===== config.mk =====
export PLATFORM = sky130hd
export DESIGN_NAME = fp_mult_arbiter
export DESIGN_NICKNAME = d
export VERILOG_FILES = /design/src/rtl/fp_mult_arb_pkg.sv /design/src/rtl/fp_mult_32b.sv /design/src/rtl/rr_arbiter.sv /design/src/rtl/fp_mult_arbiter.sv
export SDC_FILE = /design/constraint.sdc
export NUM_CORES = 2
export LEC_CHECK = 0
export ABC_AREA = 1
export CORE_MARGIN = 3
export CORE_UTILIZATION = 56
export DETAILED_ROUTE_END_ITERATION = 12
export PLACE_DENSITY = 0.79
export SYNTH_ARGS = -nofsm -noshare
export SYNTH_HDL_FRONTEND = slang
export SYNTH_SLANG_ARGS = --single-unit

===== constraint.sdc =====
create_clock -name clk -period 24.4 [get_ports clk]
set_clock_uncertainty 0.1 [all_clocks]
set_input_delay 2.44 -clock clk [delete_from_list [all_inputs] [get_ports clk]]
set_output_delay 2.44 -clock clk [all_outputs]
set_load 0.05 [all_outputs]

===== src/rtl/fp_mult_arb_pkg.sv =====
`default_nettype none
// ============================================================================
// Module   : fp_mult_arb_pkg
// Brief    : Shared types and helpers for the multiplier scheduler.
// Revision : 1.0 - initial release
// ============================================================================
package fp_mult_arb_pkg;

    localparam int NREQ_DEF = 4;

    // Requester-ID width; never below one bit so a 1-wide field stays legal.
    function automatic int id_w(input int n);
        return (n > 1) ? $clog2(n) : 1;
    endfunction

    localparam int ID_W = id_w(NREQ_DEF);

    typedef struct packed {
        logic            vld;
        logic [ID_W-1:0] id;
    } mul_tag_t;

endpackage
`default_nettype wire


===== src/rtl/fp_mult_32b.sv =====
`default_nettype none
// ============================================================================
// Module   : fp_mult_32b
// Brief    : IEEE-style multiplier, round-to-nearest-even, subnormals flushed.
// Revision : 1.0 - initial release
// ============================================================================
module fp_mult_32b #(
    parameter int N   = 32,
    parameter int ES  = 8,
    parameter int LAT = 0
) (
    input  logic         clk,
    input  logic         rst,
    input  logic [N-1:0] i_a,
    input  logic [N-1:0] i_b,
    output logic [N-1:0] o_result
);

    localparam int M  = N - ES - 1;
    localparam int EW = ES + 2;
    localparam logic [EW-1:0] C_BIAS = EW'((1 << (ES - 1)) - 1);
    localparam logic [EW-1:0] C_EMAX = EW'((1 << ES) - 1);

    logic          w_sa, w_sb, w_sign;
    logic [ES-1:0] w_ea, w_eb;
    logic [M-1:0]  w_fa, w_fb, w_frac;
    logic [2*M+1:0] w_prod;
    logic          w_norm, w_g, w_s;
    logic [M:0]    w_frac_r;
    logic [EW-1:0] w_exp;
    logic          w_a_inf, w_b_inf, w_a_nan, w_b_nan, w_a_zero, w_b_zero;
    logic [N-1:0]  w_res;

    assign {w_sa, w_ea, w_fa} = i_a;
    assign {w_sb, w_eb, w_fb} = i_b;
    assign w_prod = {{(M+1){1'b0}}, 1'b1, w_fa} * {{(M+1){1'b0}}, 1'b1, w_fb};

    always_comb begin
        w_a_zero = (w_ea == '0);
        w_b_zero = (w_eb == '0);
        w_a_inf  = (w_ea == '1) && (w_fa == '0);
        w_b_inf  = (w_eb == '1) && (w_fb == '0);
        w_a_nan  = (w_ea == '1) && (w_fa != '0);
        w_b_nan  = (w_eb == '1) && (w_fb != '0);
        w_sign   = w_sa ^ w_sb;
        w_norm   = w_prod[2*M+1];
        if (w_norm) begin
            w_frac = w_prod[2*M:M+1];
            w_g    = w_prod[M];
            w_s    = |w_prod[M-1:0];
        end else begin
            w_frac = w_prod[2*M-1:M];
            w_g    = w_prod[M-1];
            w_s    = |w_prod[M-2:0];
        end
        w_frac_r = {1'b0, w_frac} + {{M{1'b0}}, w_g & (w_s | w_frac[0])};
        // Rounding carry-out leaves the fraction all-zero, so only the exponent moves.
        w_exp = {2'b00, w_ea} + {2'b00, w_eb} - C_BIAS
              + {{(EW-1){1'b0}}, w_norm} + {{(EW-1){1'b0}}, w_frac_r[M]};
        if (w_a_nan || w_b_nan || (w_a_inf && w_b_zero) || (w_b_inf && w_a_zero)) begin
            w_res = {1'b0, {ES{1'b1}}, 1'b1, {(M-1){1'b0}}};
        end else if (w_a_inf || w_b_inf) begin
            w_res = {w_sign, {ES{1'b1}}, {M{1'b0}}};
        end else if (w_a_zero || w_b_zero || w_exp[EW-1] || (w_exp == '0)) begin
            w_res = {w_sign, {(N-1){1'b0}}};
        end else if (w_exp >= C_EMAX) begin
            w_res = {w_sign, {ES{1'b1}}, {M{1'b0}}};
        end else begin
            w_res = {w_sign, w_exp[ES-1:0], w_frac_r[M-1:0]};
        end
    end

    generate
        if (LAT == 0) begin : g_comb
            assign o_result = w_res;
        end else begin : g_pipe
            logic [N-1:0] r_pipe [LAT];
            always_ff @(posedge clk or posedge rst) begin
                if (rst) begin
                    for (int s = 0; s < LAT; s++) r_pipe[s] <= '0;
                end else begin
                    r_pipe[0] <= w_res;
                    for (int s = 1; s < LAT; s++) r_pipe[s] <= r_pipe[s-1];
                end
            end
            assign o_result = r_pipe[LAT-1];
        end
    endgenerate

endmodule
`default_nettype wire


===== src/rtl/rr_arbiter.sv =====
`default_nettype none
// ============================================================================
// Module   : rr_arbiter
// Brief    : Round-robin grant with a registered priority pointer.
// Revision : 1.0 - initial release
// ============================================================================
module rr_arbiter
    import fp_mult_arb_pkg::*;
#(
    parameter int NREQ = NREQ_DEF
) (
    input  logic                    clk,
    input  logic                    rst,
    input  logic [NREQ-1:0]         i_req,
    output logic [NREQ-1:0]         o_gnt,
    output logic [id_w(NREQ)-1:0]   o_gnt_id,
    output logic                    o_gnt_any
);

    localparam int IW = id_w(NREQ);

    logic [IW-1:0] r_prio;
    int            w_idx;

    // Scan from lowest to highest priority so the last hit wins.
    always_comb begin
        o_gnt     = '0;
        o_gnt_id  = '0;
        o_gnt_any = 1'b0;
        w_idx     = 0;
        if (!rst) begin
            for (int k = NREQ - 1; k >= 0; k--) begin
                w_idx = (int'(r_prio) + k) % NREQ;
                if (i_req[w_idx]) begin
                    o_gnt_id  = IW'(w_idx);
                    o_gnt_any = 1'b1;
                end
            end
            if (o_gnt_any) begin
                o_gnt[o_gnt_id] = 1'b1;
            end
        end
    end

    always_ff @(posedge clk or posedge rst) begin
        if (rst) begin
            r_prio <= '0;
        end else if (o_gnt_any) begin
            r_prio <= (o_gnt_id == IW'(NREQ - 1)) ? '0 : o_gnt_id + 1'b1;
        end
    end

endmodule
`default_nettype wire


===== src/rtl/fp_mult_arbiter.sv =====
`default_nettype none
// ============================================================================
// Module   : fp_mult_arbiter
// Brief    : Round-robin sharing of one pipelined FP multiplier among NREQ clients.
// Revision : 1.0 - initial release
// ============================================================================
module fp_mult_arbiter
    import fp_mult_arb_pkg::*;
#(
    parameter int N       = 32,
    parameter int ES      = 8,
    parameter int NREQ    = NREQ_DEF,
    parameter int MUL_LAT = 0
) (
    input  logic              clk,
    input  logic              rst,
    input  logic [NREQ-1:0]   req_valid,
    output logic [NREQ-1:0]   req_ready,
    input  logic [NREQ*N-1:0] req_a,
    input  logic [NREQ*N-1:0] req_b,
    output logic [NREQ-1:0]   rsp_valid,
    output logic [N-1:0]      rsp_data,
    output logic              busy
);

    localparam int IW = id_w(NREQ);

    typedef struct packed {
        logic          vld;
        logic [IW-1:0] id;
    } tag_t;

    logic [IW-1:0]   w_gnt_id;
    logic            w_gnt_any;
    logic [N-1:0]    r_op_a, r_op_b, w_result, r_rsp_data;
    logic [NREQ-1:0] r_rsp_valid;
    tag_t            r_tag_issue, w_tag_aligned;
    logic            w_pipe_busy;

    rr_arbiter #(.NREQ(NREQ)) u_arb (
        .clk       (clk),
        .rst       (rst),
        .i_req     (req_valid),
        .o_gnt     (req_ready),
        .o_gnt_id  (w_gnt_id),
        .o_gnt_any (w_gnt_any)
    );

    // Operands only load on a handshake so the multiplier input stays quiet when idle.
    always_ff @(posedge clk or posedge rst) begin
        if (rst) begin
            r_op_a      <= '0;
            r_op_b      <= '0;
            r_tag_issue <= '0;
        end else begin
            r_tag_issue <= '{vld: w_gnt_any, id: w_gnt_id};
            if (w_gnt_any) begin
                r_op_a <= req_a[int'(w_gnt_id)*N +: N];
                r_op_b <= req_b[int'(w_gnt_id)*N +: N];
            end
        end
    end

    fp_mult_32b #(.N(N), .ES(ES), .LAT(MUL_LAT)) u_mul (
        .clk      (clk),
        .rst      (rst),
        .i_a      (r_op_a),
        .i_b      (r_op_b),
        .o_result (w_result)
    );

    generate
        if (MUL_LAT == 0) begin : g_tag_comb
            assign w_tag_aligned = r_tag_issue;
            assign w_pipe_busy   = 1'b0;
        end else begin : g_tag_pipe
            tag_t r_tag [MUL_LAT];
            always_ff @(posedge clk or posedge rst) begin
                if (rst) begin
                    for (int s = 0; s < MUL_LAT; s++) r_tag[s] <= '0;
                end else begin
                    r_tag[0] <= r_tag_issue;
                    for (int s = 1; s < MUL_LAT; s++) r_tag[s] <= r_tag[s-1];
                end
            end
            always_comb begin
                w_pipe_busy = 1'b0;
                for (int s = 0; s < MUL_LAT; s++) w_pipe_busy = w_pipe_busy | r_tag[s].vld;
            end
            assign w_tag_aligned = r_tag[MUL_LAT-1];
        end
    endgenerate

    always_ff @(posedge clk or posedge rst) begin
        if (rst) begin
            r_rsp_valid <= '0;
            r_rsp_data  <= '0;
        end else begin
            r_rsp_valid <= w_tag_aligned.vld ? (NREQ'(1) << w_tag_aligned.id) : '0;
            if (w_tag_aligned.vld) begin
                r_rsp_data <= w_result;
            end
        end
    end

    assign rsp_valid = r_rsp_valid;
    assign rsp_data  = r_rsp_data;
    assign busy      = r_tag_issue.vld | w_pipe_busy | (|r_rsp_valid);

endmodule
`default_nettype wire

==> results.json <==
{
  "final_cell_mix": "inv_1 (1066), nand2_1 (1042), fa_1 (484)",
  "cts_buffer_depth": 2,
  "vias": 25574,
  "wire_per_inst_um": 17.0,
  "rows": 82,
  "netlist_instances": 4051,
  "syn_area_per_cell_um2": 7.05,
  "layout_min_cycle_time_ns": 10.40,
  "antenna_found_initial": 1,
  "grt_pass1_vias": 26826,
  "finalSetupViolations": 0,
  "drc": 0,
  "netlist_area_um2": 28600,
  "r2r_start": "r_op_b[9]",
  "final_area_um2": 32200,
  "synthToLayoutAreaGrowth_pct": 12.6,
  "cts_tree": "yes",
  "async_reset_ff_share_pct": 100,
  "preCtsSetupSlack_ns": 14.22,
  "fmax_mhz": 96.1,
  "r2r_slack_ns": 14.00,
  "die_h_um": 232,
  "synth_area_leaders": "fa_1 (34%), inv_1 (14%), nand2_1 (14%)",
  "hold_end": "rsp_valid[2]",
  "routed_wl_um": 82800,
  "finalCritPeriodShare_pct": 42.6,
  "drt_pass1_iterations": 7,
  "cts_root_buf": "clkbuf_16",
  "finalHoldViolations": 0,
  "vias_per_cell": 5.25,
  "fin_tns_setup_ns": 0,
  "drv_slew": 0,
  "fin_ws_ns": 14.00,
  "synth_top_cell_by_area": "fa_1",
  "synth_edf_count": 0,
  "cts_setup_buffers": 0,
  "critPathRequiredTime_ns": 24.58,
  "gp_congestion": 0.987,
  "cts.reportedPaths.clkPinSlew_ns": 0.08,
  "postCtsHoldBufs": 0,
  "layout_commonest_cell": "inv_1",
  "crit_path_max_fanout": 26,
  "grt_overflow_total": 0,
  "cts.sinks": 105,
  "r2r_cells": 44,
  "ios": 303,
  "hp-start": "r_tag_issue[0]",
  "synth_top_flop_cell": "dfrtp_1",
  "die_w_um": 232,
  "startpoint": "r_op_b[9]",
  "synth_top_cell_area_share_pct": 33.9,
  "htree_levels": 3,
  "yosys_warnings": 0,
  "cts_resized": 0,
  "die_area_um2": 53800,
  "maxCapViolations": 0,
  "status": "finished, final reports clean",
  "worstMarginPinSlew_ns": 1.30,
  "place_hpwl_um": 67600,
  "whs_path_depth": 1,
  "crit_path_start_kind": "register",
  "grt_pass1_wl_um": 136000,
  "hold_class": "register to register",
  "ant_nets": 0,
  "cpPeakStageDelay_ns": 1.17,
  "placed_area_um2": 31900,
  "n_antenna_cell": 0,
  "grt_start_max_net_pins": 110,
  "slew_headroom_pct": 13.1,
  "worstSetupPathType": "register to register",
  "layout.nets": 5123,
  "crit_top_cell": "nand2_1",
  "synth_cell_types": 43,
  "clk_latency_ns": 0.38,
  "core_um2": 50300,
  "ys_seq_area_share_pct": 9.20,
  "drive_gt1_share_pct": 4.22,
  "synth-seq-cells": 105,
  "grt_usage_pct": 32.0,
  "io_buffers": 302,
  "numCtsBuffers": 9,
  "regToRegEndpoint": "rsp_data[15]",
  "fill_cells": 4493,
  "worstSetupEndpointType": "register",
  "rsz0062_at_grt": "false",
  "slowest_stage": "dfrtp_1",
  "initial_core_util_pct": 56.8,
  "drt_iter0_markers": 1953,
  "cp_data_arrival_time_ns": 10.58,
  "synth.net_count": 4983
}
==> cell families (layout without fill, tap and decap cells) <==
logic type / after synthesis / count (layout) / synth area share [%]
AND/OR/NAND/NOR: 1637 / 1637 / 23.8
AO/OA/AOI/OAI: 308 / 308 / 6.43
flip-flops: 105 / 105 / 9.20
XOR/XNOR: 43 / 43 / 1.34
multiplexers: 3 / 3 / 0.105
adder cells (fa/ha/maj): 670 / 670 / 42.1
buffers and inverters: 1285 / 1430 / 17.1
==> worst max-delay path by stage <==
stage | to | slack [ns] | cells after the start
after floorplan | rsp_data[6] | 15.66 | 50
after global placement | rsp_data[0] | 14.42 | 46
after detailed placement | rsp_data[15] | 14.22 | 45
after CTS | rsp_data[15] | 14.20 | 44
after global routing | rsp_data[15] | 13.25 | 45
final | rsp_data[15] | 14.00 | 44
==> sequential cells by signal, indices dropped and copies added (netlist names) <==
| register | cells |
|---|---|
| r_op_a | 32 |
| r_op_b | 32 |
| r_tag_issue | 3 |
| rsp_data | 32 |
| rsp_valid | 4 |
| u_arb.r_prio | 2 |
==> stage by stage <==
step | util, % | hold slack (ns) | instances
after floorplan | - | 0.332 | 4051
after global placement | 63.4 | 0.359 | 4852
after detailed placement | 63.4 | 0.363 | 4852
after CTS | 64.0 | 0.377 | 4868
after global routing | 64.0 | 0.401 | 4868
final | 64.0 | 0.370 | 4868
==> Yosys cell counts, types with 2 or more instances <==
| cell type | count |
|---|---|
| nand3b_1 | 4 |
| nor3_1 | 11 |
| nor2_1 | 321 |
| a21o_1 | 4 |
| nand4_1 | 29 |
| buf_6 | 2 |
| nand3_1 | 95 |
| nand2_4 | 7 |
| nor4_1 | 19 |
| fa_1 | 484 |
| clkbuf_1 | 173 |
| buf_1 | 9 |
| inv_1 | 1069 |
| o21bai_1 | 6 |
| and2_1 | 5 |
| or2_2 | 68 |
| xor2_1 | 34 |
| dfrtp_1 | 105 |
| buf_2 | 17 |
| nand3_2 | 4 |
| nor2_2 | 9 |
| o21ai_2 | 4 |
| clkinv_1 | 2 |
| nand2_1 | 1043 |
| inv_2 | 12 |
| a21oi_2 | 2 |
| o21ai_0 | 94 |
| a31oi_1 | 66 |
| nor2_4 | 5 |
| mux2i_1 | 3 |
| a21oi_1 | 51 |
| nand4_2 | 2 |
| ha_1 | 186 |
| o21ai_1 | 15 |
| xnor2_1 | 8 |
| o211ai_1 | 65 |
| nand2_2 | 12 |
==> cell type report <==
class                           instances  area [um2]  share of cell area (%)
Multi-Input combinational cell       2661       21100                    65.6
Inverter                             1083        4070                    12.7
Timing Repair Buffer                  331        3240                    10.1
Sequential cell                       105        2630                    8.17
Tap cell                              672         841                    2.61
Clock buffer                           11         253                   0.786
Clock inverter                          5        46.3                   0.144
==> per-layer routing <==
metal	up-vias	wire length, um	global-route usage, %
met1	12314	32000	39.1
met2	994	40900	56.1
li1	12059	-	-
met5	-	0	0
met3	207	5830	4.18
met4	0	4000	15.0
==> worst max-delay path: cells and delay by family, from the launching register on <==
kind / cells / cell delay [ns]
buffers and inverters: 7 / 0.53
AO/OA/AOI/OAI: 1 / 0.15
flip-flops: 1 / 1.17
AND/OR/NAND/NOR: 24 / 3.27
XOR/XNOR: 2 / 0.63
adder cells (fa/ha/maj): 10 / 4.41
Power is not shown: default switching activity piles up to over one toggle a cycle in this logic, so the estimate is an artifact.
